## src/rtl/io_port_pkg.sv

```systemverilog
// io_port shared definitions: I/O window constants, bus width macros and the
// register decode helper used by the io_port endpoint.

`ifndef IO_PORT_PKG_DEFS
`define IO_PORT_PKG_DEFS
`define IoDataBus 7:0
`define IoAddrBus 17:0
`endif

package io_port_pkg;

  // Base of the I/O window; only bits 17:16 select the window itself.
  localparam logic [17:0] IoBase    = 18'h30000;
  localparam logic [1:0]  IoUartOff = 2'b00;
  localparam logic [2:0]  IoCntOff  = 3'b100;

  // Offset of the program-end / cycle-counter byte 0 register.
  localparam logic [15:0] IoEndOff  = {13'd0, IoCntOff};

  typedef enum logic [1:0] {
    IO_REG_UART,
    IO_REG_CNT,
    IO_REG_OTHER
  } io_reg_e;

  // Classifies an offset inside the I/O window.
  function automatic io_reg_e decode_reg(input logic [15:0] off);
    if (off == {14'd0, IoUartOff}) return IO_REG_UART;
    if (off[15:2] == {13'd0, IoCntOff[2]}) return IO_REG_CNT;
    return IO_REG_OTHER;
  endfunction

endpackage

```

## src/rtl/io_fifo.sv

```systemverilog
// io_fifo: byte FIFO with wrap-bit pointers. A push on a full FIFO is only
// accepted when a pop happens in the same cycle; a pop on empty is ignored.

module io_fifo #(
  parameter int AW = 4
) (
  input  logic          clk_in,
  input  logic          rst_in,
  input  logic          push,
  input  logic [7:0]    push_data,
  input  logic          pop,
  output logic [7:0]    head,
  output logic          full,
  output logic          empty,
  output logic [AW:0]   count
);

  logic [7:0]  mem [0:(1<<AW)-1];
  logic [AW:0] wr_ptr;
  logic [AW:0] rd_ptr;
  logic        push_ok;
  logic        pop_ok;

  assign empty   = (wr_ptr == rd_ptr);
  assign full    = (wr_ptr[AW] != rd_ptr[AW]) && (wr_ptr[AW-1:0] == rd_ptr[AW-1:0]);
  assign count   = wr_ptr - rd_ptr;
  assign pop_ok  = pop && !empty;
  assign push_ok = push && (!full || pop_ok);
  assign head    = mem[rd_ptr[AW-1:0]];

  // Pointer update; reset empties the FIFO regardless of same-cycle traffic.
  always_ff @(posedge clk_in) begin
    if (!rst_in) begin
      wr_ptr <= '0;
      rd_ptr <= '0;
    end else begin
      if (push_ok) wr_ptr <= wr_ptr + 1'b1;
      if (pop_ok)  rd_ptr <= rd_ptr + 1'b1;
    end
  end

  // Storage write for accepted pushes.
  always_ff @(posedge clk_in) begin
    if (rst_in && push_ok) mem[wr_ptr[AW-1:0]] <= push_data;
  end

endmodule

```

## src/rtl/io_port.sv

```systemverilog
// io_port: memory-mapped I/O endpoint on the CPU byte bus. Decodes the
// 0x3xxxx window, buffers UART TX/RX bytes, runs the 32-bit cycle counter and
// flags program end. Optional macro IO_CNT_SNAPSHOT_EN makes 4-byte counter
// reads coherent by latching the counter on the byte-0 read.

module io_port
  import io_port_pkg::*;
#(
  parameter int TX_AW       = 4,
  parameter int RX_AW       = 4,
  parameter int FULL_MARGIN = 2
) (
  input  logic               clk_in,
  input  logic               rst_in,
  input  logic               rdy_in,
  input  logic [31:0]        mem_a,
  input  logic [`IoDataBus]  mem_dout,
  input  logic               mem_wr,
  output logic [`IoDataBus]  io_din,
  output logic               io_sel,
  output logic               io_buffer_full,
  output logic [7:0]         tx_data,
  output logic               tx_valid,
  input  logic               tx_ready,
  input  logic [7:0]         rx_data,
  input  logic               rx_valid,
  output logic               rx_ready,
  output logic               program_end,
  output logic               tx_overflow
);

  localparam int TX_DEPTH = 1 << TX_AW;

  logic [`IoAddrBus] addr;
  logic              unused_addr_hi;
  logic              access;
  io_reg_e           reg_sel;
  logic              wr_uart, wr_end, rd_any, rd_uart, rd_cnt;
  logic              tx_push, tx_pop, tx_full, tx_empty;
  logic [7:0]        tx_push_data;
  logic [TX_AW:0]    tx_count;
  logic              rx_full, rx_empty;
  logic [7:0]        rx_head;
  logic [RX_AW:0]    rx_count_unused;
  logic [31:0]       counter;
  logic [31:0]       cnt_view;
  logic [7:0]        cnt_byte;
  logic [7:0]        rd_byte;
  int                tx_free;

  assign addr           = mem_a[17:0];
  assign unused_addr_hi = ^{mem_a[31:18], rx_count_unused};
  assign access         = rdy_in && (addr[17:16] == IoBase[17:16]);
  assign reg_sel        = decode_reg(addr[15:0]);

  assign wr_uart = access && mem_wr && (reg_sel == IO_REG_UART);
  assign wr_end  = access && mem_wr && (addr[15:0] == IoEndOff);
  assign rd_any  = access && !mem_wr;
  assign rd_uart = rd_any && (reg_sel == IO_REG_UART);
  assign rd_cnt  = rd_any && (reg_sel == IO_REG_CNT);

  // The program-end write injects a 0x00 terminator past the zero filter.
  assign tx_push      = (wr_uart && (mem_dout != 8'h00)) || wr_end;
  assign tx_push_data = wr_end ? 8'h00 : mem_dout;
  assign tx_valid     = !tx_empty;
  assign tx_pop       = tx_valid && tx_ready;
  assign rx_ready     = !rx_full;

  assign tx_free        = TX_DEPTH - int'(tx_count);
  assign io_buffer_full = (tx_free <= FULL_MARGIN);

  io_fifo #(.AW(TX_AW)) u_tx_fifo (
    .clk_in    (clk_in),
    .rst_in    (rst_in),
    .push      (tx_push),
    .push_data (tx_push_data),
    .pop       (tx_pop),
    .head      (tx_data),
    .full      (tx_full),
    .empty     (tx_empty),
    .count     (tx_count)
  );

  io_fifo #(.AW(RX_AW)) u_rx_fifo (
    .clk_in    (clk_in),
    .rst_in    (rst_in),
    .push      (rx_valid && rx_ready),
    .push_data (rx_data),
    .pop       (rd_uart),
    .head      (rx_head),
    .full      (rx_full),
    .empty     (rx_empty),
    .count     (rx_count_unused)
  );

`ifdef IO_CNT_SNAPSHOT_EN
  logic [31:0] snapshot;

  // Latch the whole counter on a byte-0 read so bytes 1..3 stay coherent.
  always_ff @(posedge clk_in) begin
    if (!rst_in) snapshot <= '0;
    else if (rd_cnt && (addr[1:0] == 2'b00)) snapshot <= counter;
  end

  assign cnt_view = (addr[1:0] == 2'b00) ? counter : snapshot;
`else
  assign cnt_view = counter;
`endif

  // Little-endian byte select of the counter view, then the read-data mux.
  always_comb begin
    cnt_byte = cnt_view[7:0];
    case (addr[1:0])
      2'd1:    cnt_byte = cnt_view[15:8];
      2'd2:    cnt_byte = cnt_view[23:16];
      2'd3:    cnt_byte = cnt_view[31:24];
      default: cnt_byte = cnt_view[7:0];
    endcase
    rd_byte = 8'h00;
    if (rd_uart && !rx_empty) rd_byte = rx_head;
    else if (rd_cnt)          rd_byte = cnt_byte;
  end

  // Registered bus response, counter, program-end pulse and sticky overflow.
  always_ff @(posedge clk_in) begin
    if (!rst_in) begin
      counter     <= '0;
      io_din      <= '0;
      io_sel      <= 1'b0;
      program_end <= 1'b0;
      tx_overflow <= 1'b0;
    end else begin
      counter     <= counter + 32'd1;
      io_din      <= rd_byte;
      io_sel      <= rd_any;
      program_end <= wr_end;
      if (tx_push && tx_full && !tx_pop) tx_overflow <= 1'b1;
    end
  end

endmodule

```

## config.mk

```make
export PLATFORM = sky130hd
export DESIGN_NAME = io_port
export DESIGN_NICKNAME = d
export VERILOG_FILES = /design/src/rtl/io_port_pkg.sv /design/src/rtl/io_fifo.sv /design/src/rtl/io_port.sv
export SDC_FILE = /design/constraint.sdc
export NUM_CORES = 1
export LEC_CHECK = 0
export ABC_AREA = 0
export ABC_CLOCK_PERIOD_IN_PS = 3800
export CAP_MARGIN = 20
export CORE_AREA = 2 2 251 129
export DETAILED_ROUTE_END_ITERATION = 7
export DIE_AREA = 0 0 253 131
export HOLD_SLACK_MARGIN = 0.06
export MAX_ROUTING_LAYER = met4
export PLACE_DENSITY = 0.73
export SYNTH_ARGS = -nofsm -noshare
export SYNTH_HDL_FRONTEND = slang
export SYNTH_HIERARCHICAL = 1
export SYNTH_SLANG_ARGS = --single-unit
export TNS_END_PERCENT = 1
```

## constraint.sdc

```tcl
create_clock -name clk_in -period 3.8 [get_ports clk_in]
set_input_delay 0.76 -clock clk_in [delete_from_list [all_inputs] [get_ports clk_in]]
set_output_delay 0.76 -clock clk_in [all_outputs]
set_load 0.03 [all_outputs]
```

==> Word-level counts from Yosys, hierarchy flattened <==
Memories as Yosys holds them, arrays and structs flattened. A register that Yosys moved wholly into a read port is not among the register bits.
Cells that the tools add are included.
{ "totals": {"register_bits": 63, "latchBits": 0, "ramBits": 256, "rom_bits": 0, "inputBits": 54, "output_inout_bits": 22, "wordCells": 83, "mem_count": 2} }
{ "classes": {"n_addsub": 7, "multipliers": 0, "div_mod_pow": 0, "order_cmp": 1, "n_eq_ne": 13, "shifts": 0, "mux": 19, "bitwise_logic": 0, "n_reduce_logical": 32} }
{ "memory_table": {"columns": ["memory", "depth", "word_bits", "read_ports", "rd_ports_with_merged_regs", "write_ports", "line", "source"], "rows": [
  ["u_rx_fifo.mem", 16, 8, 1, 1, 1, "io_fifo.sv:18", "logic [7:0] mem [0:(1<<AW)-1];"],
  ["u_tx_fifo.mem", 16, 8, 1, 1, 1, "io_fifo.sv:18", null]
]} }
{ "op_table": {"columns": ["cell", "count"], "rows": [
  ["$add 32x1->32 const B", 1],
  ["$mux 8", 3],
  ["$pmux 8 s3", 1],
  ["$add 5x1->5 const B", 4],
  ["$logic_and 1x1->1", 20],
  ["$eq 16x3->1 const B", 1],
  ["$logic_not 16->1", 1],
  ["$mux 4", 4],
  ["$eq 14x1->1 const B", 1],
  ["$eq 5x5->1", 2],
  ["$eq 4x4->1", 2],
  ["$mux 2", 4],
  ["$reduce_bool 8->1", 1],
  ["$mux 1", 7],
  ["$eq 2x2->1 const B", 3],
  ["$le 6x3->1 const B", 1],
  ["$logic_not 1->1", 6],
  ["$sub 5x5->6 const A", 1],
  ["$sub 5x5->5", 1],
  ["$eq 2x1->1 const B", 2],
  ["$logic_or 1x1->1", 3],
  ["$logic_not 2->1", 1],
  ["$ne 1x1->1", 2]
]} }

==> Depth between registers and ports, before layout <==
{ "depth": {"word_depth": 13, "depth_mapped": 11, "ltp_nobuf": 11} }

==> Hierarchy <==
The synthesis kept the hierarchy.
{ "modules_own_cells": {"columns": ["module", "n_inst", "cells_each", "area_each_um2", "seq_area_each_um2"], "rows": [
  ["io_fifo", 2, 311, 5749.3, 4124.0],
  ["io_port", 1, 247, 2287.2, 860.8]
]} }

==> Least setup slack after synthesis <==
Ideal clock, no wire load.
{ "synth_timing": {"path_kind": "in2reg", "startpoint": "input mem_a[5]", "endpoint": "memory u_tx_fifo.mem[0][0] (enable)", "setup_time_ns": 0.395, "arrival_ns": 3.005, "required_time_ns": 3.405, "path_slack_ns": 0.400, "stages": 7, "n_path_buf": 1, "path_cell_list": "nor4_1 -> nand4_1 -> nor2_1 -> or2_2 -> o31ai_2 -> buf_4 -> nor4_1"} }
{ "synth_between": {"elab_chain_len": 13, "elab_cells_between_ends": 18, "cone_classes": "eq/ne (2); mux (8); reduce/logical (8)"} }
{ "synth_rtl": {"columns": ["element", "line", "source"], "rows": [
  ["start: declaration", "io_port.sv:16", "input logic [31:0] mem_a,"],
  ["$eq 14x1->1", "io_port_pkg.sv:29", "if (off[15:2] == {13'd0, IoCntOff[2]}) return IO_REG_CNT;"],
  ["$mux 1 (2 in a row)", "io_port_pkg.sv:29", null],
  ["$mux 2", "io_port_pkg.sv:30", "return IO_REG_OTHER;"],
  ["$mux 2", "io_port_pkg.sv:29", null],
  ["$logic_not 2->1", "io_port.sv:56", "assign wr_uart = access && mem_wr && (reg_sel == IO_REG_UART);"],
  ["$logic_and 1x1->1", "io_port.sv:56", null],
  ["$logic_and 1x1->1", "io_port.sv:63", "assign tx_push = (wr_uart && (mem_dout != 8'h00)) || wr_end;"],
  ["$logic_or 1x1->1 (*)", "io_port.sv:63", null],
  ["net tx_push", "io_port.sv:39", "logic tx_push, tx_pop, tx_full, tx_empty;"],
  ["$logic_and 1x1->1 (*)", "io_fifo.sv:28", "assign push_ok = push && (!full || pop_ok);"],
  ["$logic_and 1x1->1 (*)", "io_fifo.sv:44", "if (rst_in && push_ok) mem[wr_ptr[AW-1:0]] <= push_data;"],
  ["$mux 1 (*)", "io_fifo.sv:44", null],
  ["$mux 1 (implied by the code) (*)", "io_fifo.sv:44", null],
  ["end: declaration", "io_fifo.sv:18", null]
]} }
The timed path passes the listed nets; every way through them passes the cells marked *. The select of a mux whose other input is x is not followed.

==> Worst setup path in the final report <==
{ "layout_timing": {"startpoint": "register u_tx_fifo.wr_ptr[0]", "endpoint": "output io_buffer_full"} }
{ "layout_between": {"elab_chain_len": 3} }
{ "layout_rtl": {"columns": ["element", "line", "source"], "rows": [
  ["start: declaration", "io_fifo.sv:19", "logic [AW:0] wr_ptr;"],
  ["start signal: assignment", "io_fifo.sv:37", "if (push_ok) wr_ptr <= wr_ptr + 1'b1;"],
  ["$sub 5x5->5", "io_fifo.sv:26", "assign count = wr_ptr - rd_ptr;"],
  ["net tx_count[1]", "io_port.sv:41", "logic [TX_AW:0] tx_count;"],
  ["$sub 5x5->6", "io_port.sv:69", "assign tx_free = TX_DEPTH - int'(tx_count);"],
  ["$le 6x3->1", "io_port.sv:70", "assign io_buffer_full = (tx_free <= FULL_MARGIN);"],
  ["end: declaration", "io_port.sv:21", "output logic io_buffer_full,"]
]} }
The timed path passes the listed nets, and every way through them passes these cells.

==> summary.log <==
qor: die.die_height 131 um
qor: route.avgRoutedWirePerCell 22.3 um
qor: clocking.clock_sink_count 327
qor: setup_path.end_kind primary output
qor: global_routing.top_usage_layer met1
qor: clocking.clk_pin_slew_worst_paths 70 ps
qor: die.placeableCoreArea 31100 um2
qor: cells_and_area.fill_cells 2485
qor: synth.synth.yosys.warnings 6
qor: route.drt_pass1_iterations 5
qor: power_and_ir_drop.netSwitchingFraction 20.5%
qor: global_routing.grt_overflow_total 0
qor: place.placed_cells_incl_taps 1337
qor: power_and_ir_drop.design_internal_power 5720 uW
qor: global_routing.antenna_found_initial 0
qor: timing.rsz0062_at_grt yes
qor: timing.worst_pin_slew 1020 ps
qor: power_and_ir_drop.seqPwrFrac 53.8%
qor: synth.syn_avg_cell_area 16.0 um2
qor: clocking.clock_insertion_delay_worst_skew 560 ps
qor: setup_path.critical-path-slowest-cell sky130_fd_sc_hd__fa_1
qor: power_and_ir_drop.cellPowerDensity 447 nW/um2
qor: power_and_ir_drop.total_switching_power 1470 uW
qor: setup_path.cp_cell_sequence inv_1, ha_1, fa_1, inv_1, inv_1, ha_1, nand2b_1, nand2_1, nor3_1, o21ai_0, nand3_1, clkbuf_4
qor: cells_and_area.synthToLayoutAreaGrowth 17.4%
qor: global_routing.globalRouteMet2Util 24.4%
qor: route.route.final.wire_length 31100 um
qor: die.row_count 46
qor: clocking.cts_hold_repair.buffers 0
qor: die.floorplan.initialDensity 44.1%
qor: place.count_of_input_and_output_buffers 61
qor: timing.clock_skew 14.3 ps
qor: global_routing.grt_start_max_net_pins 33
qor: timing.layout_min_cycle_time 3610 ps
qor: power_and_ir_drop.combinationalPowerShare 2.5%
qor: run.max_cap_violations 0
qor: cells_and_area.utilization 51.7%
qor: synth.synth_fp_nets 933
qor: outcome.outcome finished, final reports clean
qor: route.drt_iter0_markers 935
qor: setup_path.worst_path_largest_cell_delay 450 ps
qor: cells_and_area.num-nets-final 1041
qor: global_routing.groute.usage.overall 19.6%
qor: cells_and_area.multi_input_area 4270 um2
qor: route.drc_errors 0
qor: place.dpl_cell_area 15000 um2
qor: cells_and_area.seqCellArea 9110 um2
qor: clocking.clk_root_buffer_cell sky130_fd_sc_hd__clkbuf_16
qor: cells_and_area.layout.cells.non_filler 1396
qor: clocking.cts_buffer_depth 3
qor: die.ios 76
qor: setup_path.crit_path_frequent_cell sky130_fd_sc_hd__inv_1
qor: synth.netlist_instances 857
qor: setup_path.timing.critical_path.from_type flop
qor: die.die_area 33100 um2
qor: timing.slew_headroom 31.5%
qor: global_routing.global_route.usage.met3 5.13%
qor: cells_and_area.final_design_area_no_fill 16100 um2
qor: synth.synth_area 13700 um2
qor: power_and_ir_drop.power.leakage 0.00525 uW
qor: setup_path.worstPathRequired 3040 ps
qor: die.fp.dieW 253 um
qor: timing.count_of_pins_over_their_slew_limit 0
qor: power_and_ir_drop.power_frac_clock 43.6%
qor: cells_and_area.final_layout_size_suffix_gt1_share 20.5%
qor: setup_path.critPathMaxFanout 3
qor: clocking.cts-buffers-inserted 29
qor: clocking.cts.htree.levels 1
qor: place.dpl.hpwl 22000 um
qor: setup_path.worst_ep_arrival_time 2850 ps
qor: place.finalWeightedCongestion 0.820
qor: power_and_ir_drop.ir_worst_vdd 0.270 mV
qor: timing.final.period_utilization 95.0%
qor: global_routing.number_of_global_route_vias_before_repair 7486
qor: global_routing.grt_pass1_wl 46500 um
qor: route.antenna_left 0
qor: power_and_ir_drop.design_power_total 7190 uW
qor: route.vias 7963
qor: setup_path.setup.worst_path.class reg -> out
qor: timing.timing_hold_violations_final 0
qor: worst_hold_path.min-delay-path-class reg -> reg
qor: clocking.tritoncts done
qor: timing.number_of_setup_violations_in_the_final_report 0
qor: timing.max_freq 277 MHz
qor: global_routing.grt_use_met1 31.8%
qor: route.post_drt_via_cell_ratio 5.70
layout make-up:
| class | count | share of cell area, % |
|---|---|---|
| inverters | 22 | 0.514 |
| repair buffers | 121 | 6.70 |
| diodes | 1 | 0.0156 |
| clock buffers | 32 | 4.85 |
| well taps | 408 | 3.18 |
| clock inverters | 21 | 1.53 |
| multi-input cells | 464 | 26.5 |
| flip-flops and latches | 327 | 56.7 |
path summary, 6_finish.rpt:
path                  startpoint  cells past startpoint                  end  slack [ps]
max          u_tx_fifo/wr_ptr[0]                     12       io_buffer_full         190
min                  cnt_view[0]                      1          cnt_view[0]         480
min reg2reg          cnt_view[0]                      1          cnt_view[0]         480
max reg2reg  u_tx_fifo/wr_ptr[3]                      9  u_tx_fifo/mem[6][7]         660
state kept, by name, indices dropped and copies added (netlist names), named ones only:
register          count
io_sel                1
u_tx_fifo/wr_ptr      5
io_din                8
cnt_view             32
program_end           1
u_tx_fifo/mem       128
u_rx_fifo/rd_ptr      5
u_tx_fifo/rd_ptr      5
tx_overflow           1
u_rx_fifo/wr_ptr      5
u_rx_fifo/mem       128
metrics by stage:
step	hold WS [ps]	worst slack [ps]	setup TNS (ps)
final	484	192	0
after global routing	514	-63.7	-63.7
after CTS	488	21.8	0
after detailed placement	472	160	0
after global placement	460	265	0
after floorplan	434	400	0
power by group through the flow:
| stage | logic [uW] | clock network (uW) | registers, uW |
|---|---|---|---|
| finish | 183 | 3130 | 3870 |
| global route | 199 | 3340 | 3870 |
| CTS | 178 | 3190 | 3870 |
| detailed placement | 177 | 0 | 3950 |
| global placement | 171 | 0 | 3950 |
| floorplan | 78.6 | 0 | 3950 |
per-layer routing:
metal  vias to the layer above  share of wire [%]
met4                         0               0.95
li1                       3570                  -
met1                      4037                 50
met2                       330                 39
met5                         -                  0
met3                        26                 10
cell usage in the layout, fill, tap and decap left out, types with 12 or more instances in the layout:
cell / instances
sky130_fd_sc_hd__nor2b_1: 16
sky130_fd_sc_hd__clkbuf_16: 31
sky130_fd_sc_hd__a22oi_1: 32
sky130_fd_sc_hd__dfxtp_1: 69
sky130_fd_sc_hd__nor2_1: 52
sky130_fd_sc_hd__clkdlybuf4s50_1: 60
sky130_fd_sc_hd__nand4_1: 14
sky130_fd_sc_hd__and2_1: 21
sky130_fd_sc_hd__inv_1: 22
sky130_fd_sc_hd__xor2_1: 12
sky130_fd_sc_hd__nand2_1: 43
sky130_fd_sc_hd__ha_1: 21
sky130_fd_sc_hd__nor4_1: 14
sky130_fd_sc_hd__nor3_1: 19
sky130_fd_sc_hd__edfxtp_1: 256
sky130_fd_sc_hd__mux4_2: 71
sky130_fd_sc_hd__xnor2_1: 30
sky130_fd_sc_hd__buf_4: 58
sky130_fd_sc_hd__nand3_1: 21
worst max-delay path, delay by kind of cell, from the launching register on:
family / cells / cell delay, ps
flip-flops: 1 / 340
buffers and inverters: 4 / 450
AO/OA/AOI/OAI: 1 / 90
AND/OR/NAND/NOR: 4 / 450
adder cells (fa/ha/maj): 3 / 940
what timing repair did:
action	in CTS	in global routing
gates resized for setup	3	4
setup buffers	0	0
endpoints found under the setup margin	1	6
Note: power is estimated with default switching activity, not from simulation.
